<file path="src/rtl/fcl_ctrl_pkg.sv">
// Shared types and helpers for the fully-connected-layer control FSM.
// One-hot state encoding plus default frame/filter counts.
package fcl_ctrl_pkg;

    typedef enum logic [3:0] {
        S_IDLE  = 4'b0001,
        S_WRITE = 4'b0010,
        S_READ  = 4'b0100,
        S_DONE  = 4'b1000
    } state_t;

    localparam int DEF_FRAMES  = 5;
    localparam int DEF_FILTERS = 120;

    function automatic int clog2_min1(input int n);
        int w;
        w = $clog2(n);
        return (w < 1) ? 1 : w;
    endfunction

endpackage

</file>
<file path="src/rtl/fcl_wrap_cnt.sv">
// Wrapping up-counter with synchronous clear and a terminal-value flag.
// Wraps by explicit compare to TERM rather than natural overflow.
module fcl_wrap_cnt #(
    parameter int W    = 3,
    parameter int TERM = 4
) (
    input  logic         clk,
    input  logic         rst,
    input  logic         clr,
    input  logic         en,
    output logic [W-1:0] cnt,
    output logic         last
);

    assign last = (cnt == W'(TERM));

    always_ff @(posedge clk) begin
        if (rst || clr) begin
            cnt <= '0;
        end else if (en) begin
            cnt <= last ? '0 : cnt + W'(1);
        end
    end

endmodule

</file>
<file path="src/rtl/fsm_fcl_ctrl.sv">
// Control FSM for a fully-connected layer: sequences SRAM buffer fills
// and per-filter reads, owning its own frame-address and filter counters.
module fsm_fcl_ctrl
    import fcl_ctrl_pkg::*;
#(
    parameter int FRAMES_PER_BURST = DEF_FRAMES,
    parameter int NUM_FILTERS      = DEF_FILTERS,
    parameter int REUSE_INPUT      = 0,
    parameter int ADDR_W           = clog2_min1(FRAMES_PER_BURST),
    parameter int FILT_W           = clog2_min1(NUM_FILTERS)
) (
    input  logic              fsm_clk,
    input  logic              fsm_rst,
    input  logic              wake_i,
    input  logic              restart_i,
    input  logic              in_valid_i,
    input  logic              rd_ready_i,
    output logic              sram_wr_en_o,
    output logic              sram_rd_en_o,
    output logic [ADDR_W-1:0] sram_addr_o,
    output logic [FILT_W-1:0] filt_idx_o,
    output logic              fcl_cnt_en_o,
    output logic              fcl_ld_o,
    output logic              busy_o,
    output logic              done_o
);

    state_t              state_q;
    state_t              state_d;
    logic                first_q;
    logic [ADDR_W-1:0]   addr;
    logic [FILT_W-1:0]   filt;
    logic                addr_last;
    logic                filt_last;
    logic                addr_en;
    logic                filt_en;
    logic                cnt_clr;

    fcl_wrap_cnt #(
        .W    (ADDR_W),
        .TERM (FRAMES_PER_BURST - 1)
    ) u_addr_cnt (
        .clk  (fsm_clk),
        .rst  (fsm_rst),
        .clr  (cnt_clr),
        .en   (addr_en),
        .cnt  (addr),
        .last (addr_last)
    );

    fcl_wrap_cnt #(
        .W    (FILT_W),
        .TERM (NUM_FILTERS - 1)
    ) u_filt_cnt (
        .clk  (fsm_clk),
        .rst  (fsm_rst),
        .clr  (cnt_clr),
        .en   (filt_en),
        .cnt  (filt),
        .last (filt_last)
    );

    // first_q marks the first cycle spent in DONE so done_o is a single pulse
    always_ff @(posedge fsm_clk) begin
        if (fsm_rst) begin
            state_q <= S_IDLE;
            first_q <= 1'b0;
        end else begin
            state_q <= state_d;
            first_q <= (state_q != S_DONE);
        end
    end

    always_comb begin
        state_d      = state_q;
        sram_wr_en_o = 1'b0;
        sram_rd_en_o = 1'b0;
        sram_addr_o  = addr;
        filt_idx_o   = filt;
        fcl_cnt_en_o = 1'b0;
        fcl_ld_o     = 1'b0;
        busy_o       = 1'b0;
        done_o       = 1'b0;
        addr_en      = 1'b0;
        filt_en      = 1'b0;
        cnt_clr      = 1'b0;
        if (restart_i) begin
            state_d     = S_IDLE;
            cnt_clr     = 1'b1;
            sram_addr_o = '0;
            filt_idx_o  = '0;
        end else begin
            unique case (1'b1)
                (state_q == S_IDLE): begin
                    fcl_ld_o = 1'b1;
                    if (wake_i) state_d = S_WRITE;
                end
                (state_q == S_WRITE): begin
                    busy_o       = 1'b1;
                    sram_wr_en_o = in_valid_i;
                    addr_en      = in_valid_i;
                    if (in_valid_i && addr_last) state_d = S_READ;
                end
                (state_q == S_READ): begin
                    busy_o       = 1'b1;
                    sram_rd_en_o = rd_ready_i;
                    addr_en      = rd_ready_i;
                    if (rd_ready_i && addr_last) begin
                        fcl_cnt_en_o = 1'b1;
                        filt_en      = 1'b1;
                        if (filt_last) begin
                            state_d = S_DONE;
                        end else if (REUSE_INPUT != 0) begin
                            state_d = S_READ;
                        end else begin
                            state_d = S_WRITE;
                        end
                    end
                end
                (state_q == S_DONE): begin
                    done_o = first_q;
                end
                default: begin
                    state_d = S_IDLE;
                end
            endcase
        end
    end

endmodule
</file>
<file path="config.mk">
export PLATFORM = sky130hd
export DESIGN_NAME = fsm_fcl_ctrl
export DESIGN_NICKNAME = d
export VERILOG_FILES = /design/src/rtl/fcl_ctrl_pkg.sv /design/src/rtl/fcl_wrap_cnt.sv /design/src/rtl/fsm_fcl_ctrl.sv
export SDC_FILE = /design/constraint.sdc
export NUM_CORES = 1
export LEC_CHECK = 0
export CAP_MARGIN = 20
export CORE_MARGIN = 4
export CORE_UTILIZATION = 49
export DETAILED_ROUTE_END_ITERATION = 16
export PLACE_DENSITY = 0.75
export SLEW_MARGIN = 20
export SYNTH_ARGS = -nofsm -noshare
export SYNTH_HDL_FRONTEND = slang
export SYNTH_HIERARCHICAL = 1
export SYNTH_SLANG_ARGS = --single-unit
export TNS_END_PERCENT = 30
</file>
<file path="constraint.sdc">
create_clock -name fsm_clk -period 4.69 [get_ports fsm_clk]
set_input_delay 0.7035 -clock fsm_clk [delete_from_list [all_inputs] [get_ports fsm_clk]]
set_output_delay 0.7035 -clock fsm_clk [all_outputs]
set_load 0.01 [all_outputs]
</file>
==> flow_metrics.env, run 1 <==
export IMPL_status="finished, final reports clean"
export IMPL_cts_tree="done"
export IMPL_hold_slack_ns=0.5144
export IMPL_rsz0062_at_grt="no"
export IMPL_final_util_pct=67.01
export IMPL_timing_final_ws_setup_ns=1.343
export IMPL_grt_max_degree=24
export IMPL_dpl_cell_area_sq_um=1194
export IMPL_clk_pin_slew_ns=0.09
export IMPL_vias=909
export IMPL_synth_compound_area_share_pct=15.84
export IMPL_powerDensity_nw_per_um2=191.3
export IMPL_skew_ns=0.006441
export IMPL_final_layout_size_suffix_gt1_share_pct=9.353
export IMPL_worstMarginPinSlew_ns=0.7859
export IMPL_overflow=0
export IMPL_layout_cells_non_filler=164
export IMPL_cp_arrival_ns=2.64
export IMPL_dieHeight_microns=52.89
export IMPL_nFillCells=162
export IMPL_synth_ff_type="dfxtp_1"
export IMPL_synth_top_family_by_area="simple AND/OR/NAND/NOR gates"
export IMPL_synth_net_count=128
export IMPL_mostFrequentLayoutCell="clkdlybuf4s50_1"
export IMPL_slew_viol_final=0
export IMPL_cts_hold_buf=0
export IMPL_startpoint_type="input port"
export IMPL_crit_type="input port to primary output"
export IMPL_grt_pass1_vias=823
export IMPL_layout_common_cells="clkdlybuf4s50_1, dfxtp_1, nor2b_1"
export IMPL_initialDrtViolationCount=19
export IMPL_drc_errors=0
export IMPL_place_congestion=0.8287
export IMPL_nNetsFinal=149
export IMPL_firstDrtPassIters=4
export IMPL_via_per_inst=5.543
export IMPL_timing_rr_start="state_q[2]"
export IMPL_std_cell_rows=15
export IMPL_dp_hpwl_microns=1576
export IMPL_chipWidth_microns=52.89
export IMPL_synth_fa_ha_area_share_pct=3.802
export IMPL_cts_resized=0
export IMPL_end_kind="primary output"
export IMPL_crit_fanout=23
export IMPL_place_inst=160
export IMPL_maxCapViolCount=0
export IMPL_critPathRequiredTime_ns=3.99
export IMPL_clock_sinks=15
export IMPL_hold_class="register to register"
export IMPL_syn_to_final_growth_pct=23.57
export IMPL_power_leakage_nw=0.4002
export IMPL_setup_viol=0
export IMPL_wire_per_inst_microns=13.41
export IMPL_boundaryPins=22
export IMPL_antenna_cells=0
export IMPL_grt_usage_pct=17.31
export IMPL_synth_top_area_share_pct=30.42
export IMPL_yosys_area_share_simple_pct=37.14
export IMPL_start_util_pct=54.23
export IMPL_synth_area_sq_um=987.2
export IMPL_pre_cts_slack_ns=1.342
export IMPL_min_period_ns=3.347
export IMPL_finalHoldViolCount=0
export IMPL_wirelength_microns=2200
export IMPL_cts_buffers_inserted=3
export IMPL_yosysSeqAreaShare_pct=30.42
export IMPL_hp_start="u_filt_cnt/cnt[6]"
export IMPL_startpoint="restart_i"
export IMPL_fmax_mhz=298.7
export IMPL_peakVddDrop_mv=0.1564
export IMPL_syn_area_per_cell_sq_um=8.296
export IMPL_synth_xor_area_share_pct=3.549
export IMPL_synth_area_leaders="dfxtp_1, nor2b_1, ha_1, nor2_1, a21oi_1"
export IMPL_die_area_sq_um=2797
export IMPL_core_sq_um=1821
export IMPL_relSlewSlack_pct=47.12
export IMPL_period_share_pct=71.37
export IMPL_yosysWarnings=6
export IMPL_antenna_found_initial=0
export IMPL_ant_nets=0
export IMPL_p_total_mw=0.2334
export IMPL_yosys_area_top_type="dfxtp_1"
export IMPL_io_buffers=21
export IMPL_synthDistinctLibCells=44
export IMPL_syn_inst=119
export IMPL_htree_levels=1
export IMPL_synthMuxAreaShare_pct=3.042
export IMPL_setup_tns_ns=0
export IMPL_clock_latency_ns=0.28
export IMPL_clockRootBuffer="clkbuf_4"
export IMPL_ys_async_sr_fraction_pct=0
export IMPL_synth_edf_count=0
export IMPL_postCtsSetupBuffers=0
export IMPL_clockBufferDepth=2
export IMPL_ys_seq_elements=15
export IMPL_postLayoutCellArea_sq_um=1220
export IMPL_grt_pass1_wl_microns=3588
==> cell families after synthesis <==
| family | count (synthesis) |
|---|---|
| fa+ha+maj | 3 |
| compound gates | 23 |
| buf+inv | 11 |
| mux | 3 |
| simple gates | 60 |
| xor+xnor | 4 |
| flops | 15 |
==> cell type report <==
cell class / count / area [sq um] / share of cell area (%)
sequential: 15 / 300.3 / 24.62
timing repair buffer: 22 / 217.7 / 17.85
multi-input combinational: 93 / 625.6 / 51.28
clock buffer: 4 / 26.28 / 2.154
inverter: 5 / 18.77 / 1.538
tap: 25 / 31.28 / 2.564
==> sequential cells by signal (all words and copies together), names as in the netlist <==
signal / cells
u_addr_cnt/cnt: 3
state_q: 4
first_q: 1
u_filt_cnt/cnt: 7
==> worst max-delay path, cell delays in order <==
cell and delay (ns):
clkdlybuf4s50_1 0.41, buf_4 0.22, nor4_1 0.37, and3_1 0.35, clkdlybuf4s50_1 0.59
==> final timing paths <==
kind,endpoint,cells after the start,slack [ns]
min,u_filt_cnt/cnt[6],2,0.51
min reg2reg,u_filt_cnt/cnt[6],2,0.51
max reg2reg,u_filt_cnt/cnt[6],6,2.51
max,fcl_cnt_en_o,5,1.34
==> per-layer routing <==
metal / share of wire [%] / vias up / track usage [%]
met5: 0 / - / 0
met4: 1.1 / 0 / 7.660
met3: 4.3 / 2 / 3.099
met2: 44 / 20 / 27.27
met1: 51 / 420 / 22.85
li1: - / 467 / -
==> report_power, final <==
part | switching, mW | internal, mW | total (mW)
Clock | 0.0406 | 0.0329 | 0.0735
Sequential | 0.00406 | 0.129 | 0.133
Combinational | 0.0134 | 0.0135 | 0.0269
Total | 0.0580 | 0.175 | 0.233
==> cells in the mapped netlist (2+ instances only) <==
| cell | count |
|---|---|
| dfxtp_1 | 15 |
| nand2_1 | 8 |
| a21oi_1 | 6 |
| o21ai_0 | 6 |
| a31oi_1 | 2 |
| or3_1 | 2 |
| nor2b_1 | 11 |
| nand4_1 | 2 |
| mux2i_1 | 3 |
| xnor2_1 | 2 |
| clkbuf_1 | 2 |
| nand3_1 | 5 |
| nor3_1 | 2 |
| nand3b_1 | 2 |
| nand2b_4 | 2 |
| nand2b_1 | 2 |
| inv_1 | 5 |
| ha_1 | 3 |
| nor2_1 | 9 |
| buf_6 | 2 |
| nor4_1 | 4 |
| xor2_1 | 2 |
(Power assumes the default switching activity.)
==> inputs of run 2 (changes only) <==
clock period = 3.25 ns   (was 4.69 ns; I/O delays follow)
==> run 2 against run 1 <==
Core utilization unchanged. Non-clock buffer count unchanged. Sequential share of layout area unchanged. Cell count unchanged. Highest routed layer unchanged.
==> flow_metrics.env, run 2 (same netlist as run 1, synthesis figures left out) <==
export IMPL_critPathRequiredTime_ns=2.76
export IMPL_wl_met1_microns=1052
export IMPL_max_stage_delay_ns=0.59
export IMPL_reg2reg_depth=6
export IMPL_cp_common_cell="clkdlybuf4s50_1"
export IMPL_postLayoutCellArea_sq_um=1220
export IMPL_postCtsSetupBuffers=0
export IMPL_chipWidth_microns=52.89
export IMPL_cts_buffers_inserted=3
export IMPL_crit_type="input port to primary output"
export IMPL_hold_class="register to register"
export IMPL_initialDrtViolationCount=25
export IMPL_p_clk_share_pct=31.7
export IMPL_place_inst=160
export IMPL_dpl_cell_area_sq_um=1194
export IMPL_top_register="u_filt_cnt/cnt"
export IMPL_final_util_pct=67.01
export IMPL_switching_power_mw=0.08408
export IMPL_final_layout_size_suffix_gt1_share_pct=9.353
export IMPL_crit_chain="clkdlybuf4s50_1 > nor4_1 > and3_1 > clkdlybuf4s50_1"
export IMPL_end_kind="primary output"
export IMPL_io_buffers=21
export IMPL_htree_levels=1
export IMPL_ant_nets=0
export IMPL_cp_arrival_ns=2.23
export IMPL_whs_path_depth=2
export IMPL_startpoint_type="input port"
export IMPL_power_frac_seq_pct=56.8
export IMPL_layout_cells_non_filler=164
export IMPL_slew_viol_final=0
export IMPL_largest_reg_flops=7
export IMPL_period_share_pct=83.70
export IMPL_met3WireLength_microns=122
export IMPL_relSlewSlack_pct=47.92
export IMPL_firstDrtPassIters=4
export IMPL_place_congestion=0.8495
export IMPL_clockBufferDepth=2
export IMPL_core_sq_um=1821
export IMPL_slowest_stage="clkdlybuf4s50_1"
export IMPL_fmax_mhz=367.6
export IMPL_clockRootBuffer="clkbuf_4"
export IMPL_top_layer="met4"
export IMPL_overflow=0
export IMPL_mostFrequentLayoutCell="clkdlybuf4s50_1"
export IMPL_die_area_sq_um=2797
export IMPL_nNetsFinal=149
export IMPL_wirelength_microns=2127
export IMPL_met2_length_microns=927
export IMPL_clock_sinks=15
export IMPL_syn_to_final_growth_pct=23.57
export IMPL_cts_resized=0
export IMPL_start_util_pct=54.23
export IMPL_powerDensity_nw_per_um2=276.5
export IMPL_combPwrFrac_pct=11.5
export IMPL_swShare_pct=24.93
export IMPL_rsz0062_at_grt="no"
export IMPL_antenna_found_initial=0
export IMPL_grt_pass1_wl_microns=3567
export IMPL_grt_pass1_vias=823
export IMPL_vias=910
export IMPL_reg_top3="u_filt_cnt/cnt (7), state_q (4), u_addr_cnt/cnt (3)"
export IMPL_setup_viol=0
export IMPL_dieHeight_microns=52.89
export IMPL_clk_pin_slew_ns=0.09
export IMPL_cts_tree="done"
export IMPL_drc_errors=0
export IMPL_layout_common_cells="clkdlybuf4s50_1, dfxtp_1, nor2b_1"
export IMPL_cts_hold_buf=0
export IMPL_antenna_cells=0
export IMPL_power_leakage_nw=0.4002
export IMPL_worstMarginPinSlew_ns=0.7741
export IMPL_finalHoldViolCount=0
export IMPL_clock_latency_ns=0.28
export IMPL_min_period_ns=2.720
export IMPL_maxCapViolCount=0
export IMPL_hold_slack_ns=0.5128
export IMPL_boundaryPins=22
export IMPL_via_per_inst=5.549
export IMPL_skew_ns=0.0005410
export IMPL_setup_tns_ns=0
export IMPL_grt_max_degree=23
export IMPL_status="finished, final reports clean"
export IMPL_std_cell_rows=15
export IMPL_wire_per_inst_microns=12.97
export IMPL_dp_hpwl_microns=1567
export IMPL_peakVddDrop_mv=0.2230
export IMPL_crit_fanout=7
export IMPL_p_int_mw=0.2532
export IMPL_grt_usage_pct=17.38
-- run 2: cell counts in the layout (fill, tap and decap cells not counted) --
Identical to the previous run, type by type.
-- run 2: area by class of cell --
class                           count  area, sq um
Clock buffer                        4        26.28
Fill cell                         163        600.6
Inverter                            5        18.77
Multi-Input combinational cell     93        625.6
Sequential cell                    15        300.3
Tap cell                           25        31.28
Timing Repair Buffer               22        217.7
-- run 2: layer usage --
metal / GRT usage, % / up-vias
met5: 0 / -
li1: - / 469
met4: 7.660 / 0
met2: 26.03 / 28
met3: 4.225 / 4
met1: 23.41 / 409
-- run 2: power by group through the flow --
stage,Sequential [mW],Combinational [mW],Clock (mW)
4_1_cts,0.192,0.0386,0.110
6_report,0.192,0.0386,0.107
2_1_floorplan,0.191,0.0284,0
3_3_place_gp,0.196,0.0377,0
5_1_grt,0.192,0.0425,0.118
3_5_place_dp,0.196,0.0382,0
-- run 2: final timing paths --
check,from,to,slack (ns)
setup / recovery,restart_i,fcl_cnt_en_o,0.53
hold / removal,u_filt_cnt/cnt[5],u_filt_cnt/cnt[5],0.51
setup reg to reg,state_q[2],u_filt_cnt/cnt[4],1.09
hold reg to reg,u_filt_cnt/cnt[5],u_filt_cnt/cnt[5],0.51
-- run 2: worst max-delay path: cells and delay by family --
kind / cells / cell delay, ns
and+or+nand+nor: 2 / 0.71
buffers and inverters: 2 / 1.03
-- run 2: metrics by stage --
step | power [mW] | setup WS (ns)
3_5_place_dp | 0.2344 | 0.5429
4_1_cts | 0.3404 | 0.5253
2_1_floorplan | 0.2198 | 1.160
3_3_place_gp | 0.2335 | 0.5672
5_1_grt | 0.3525 | 0.4255
6_report | 0.3373 | 0.5297
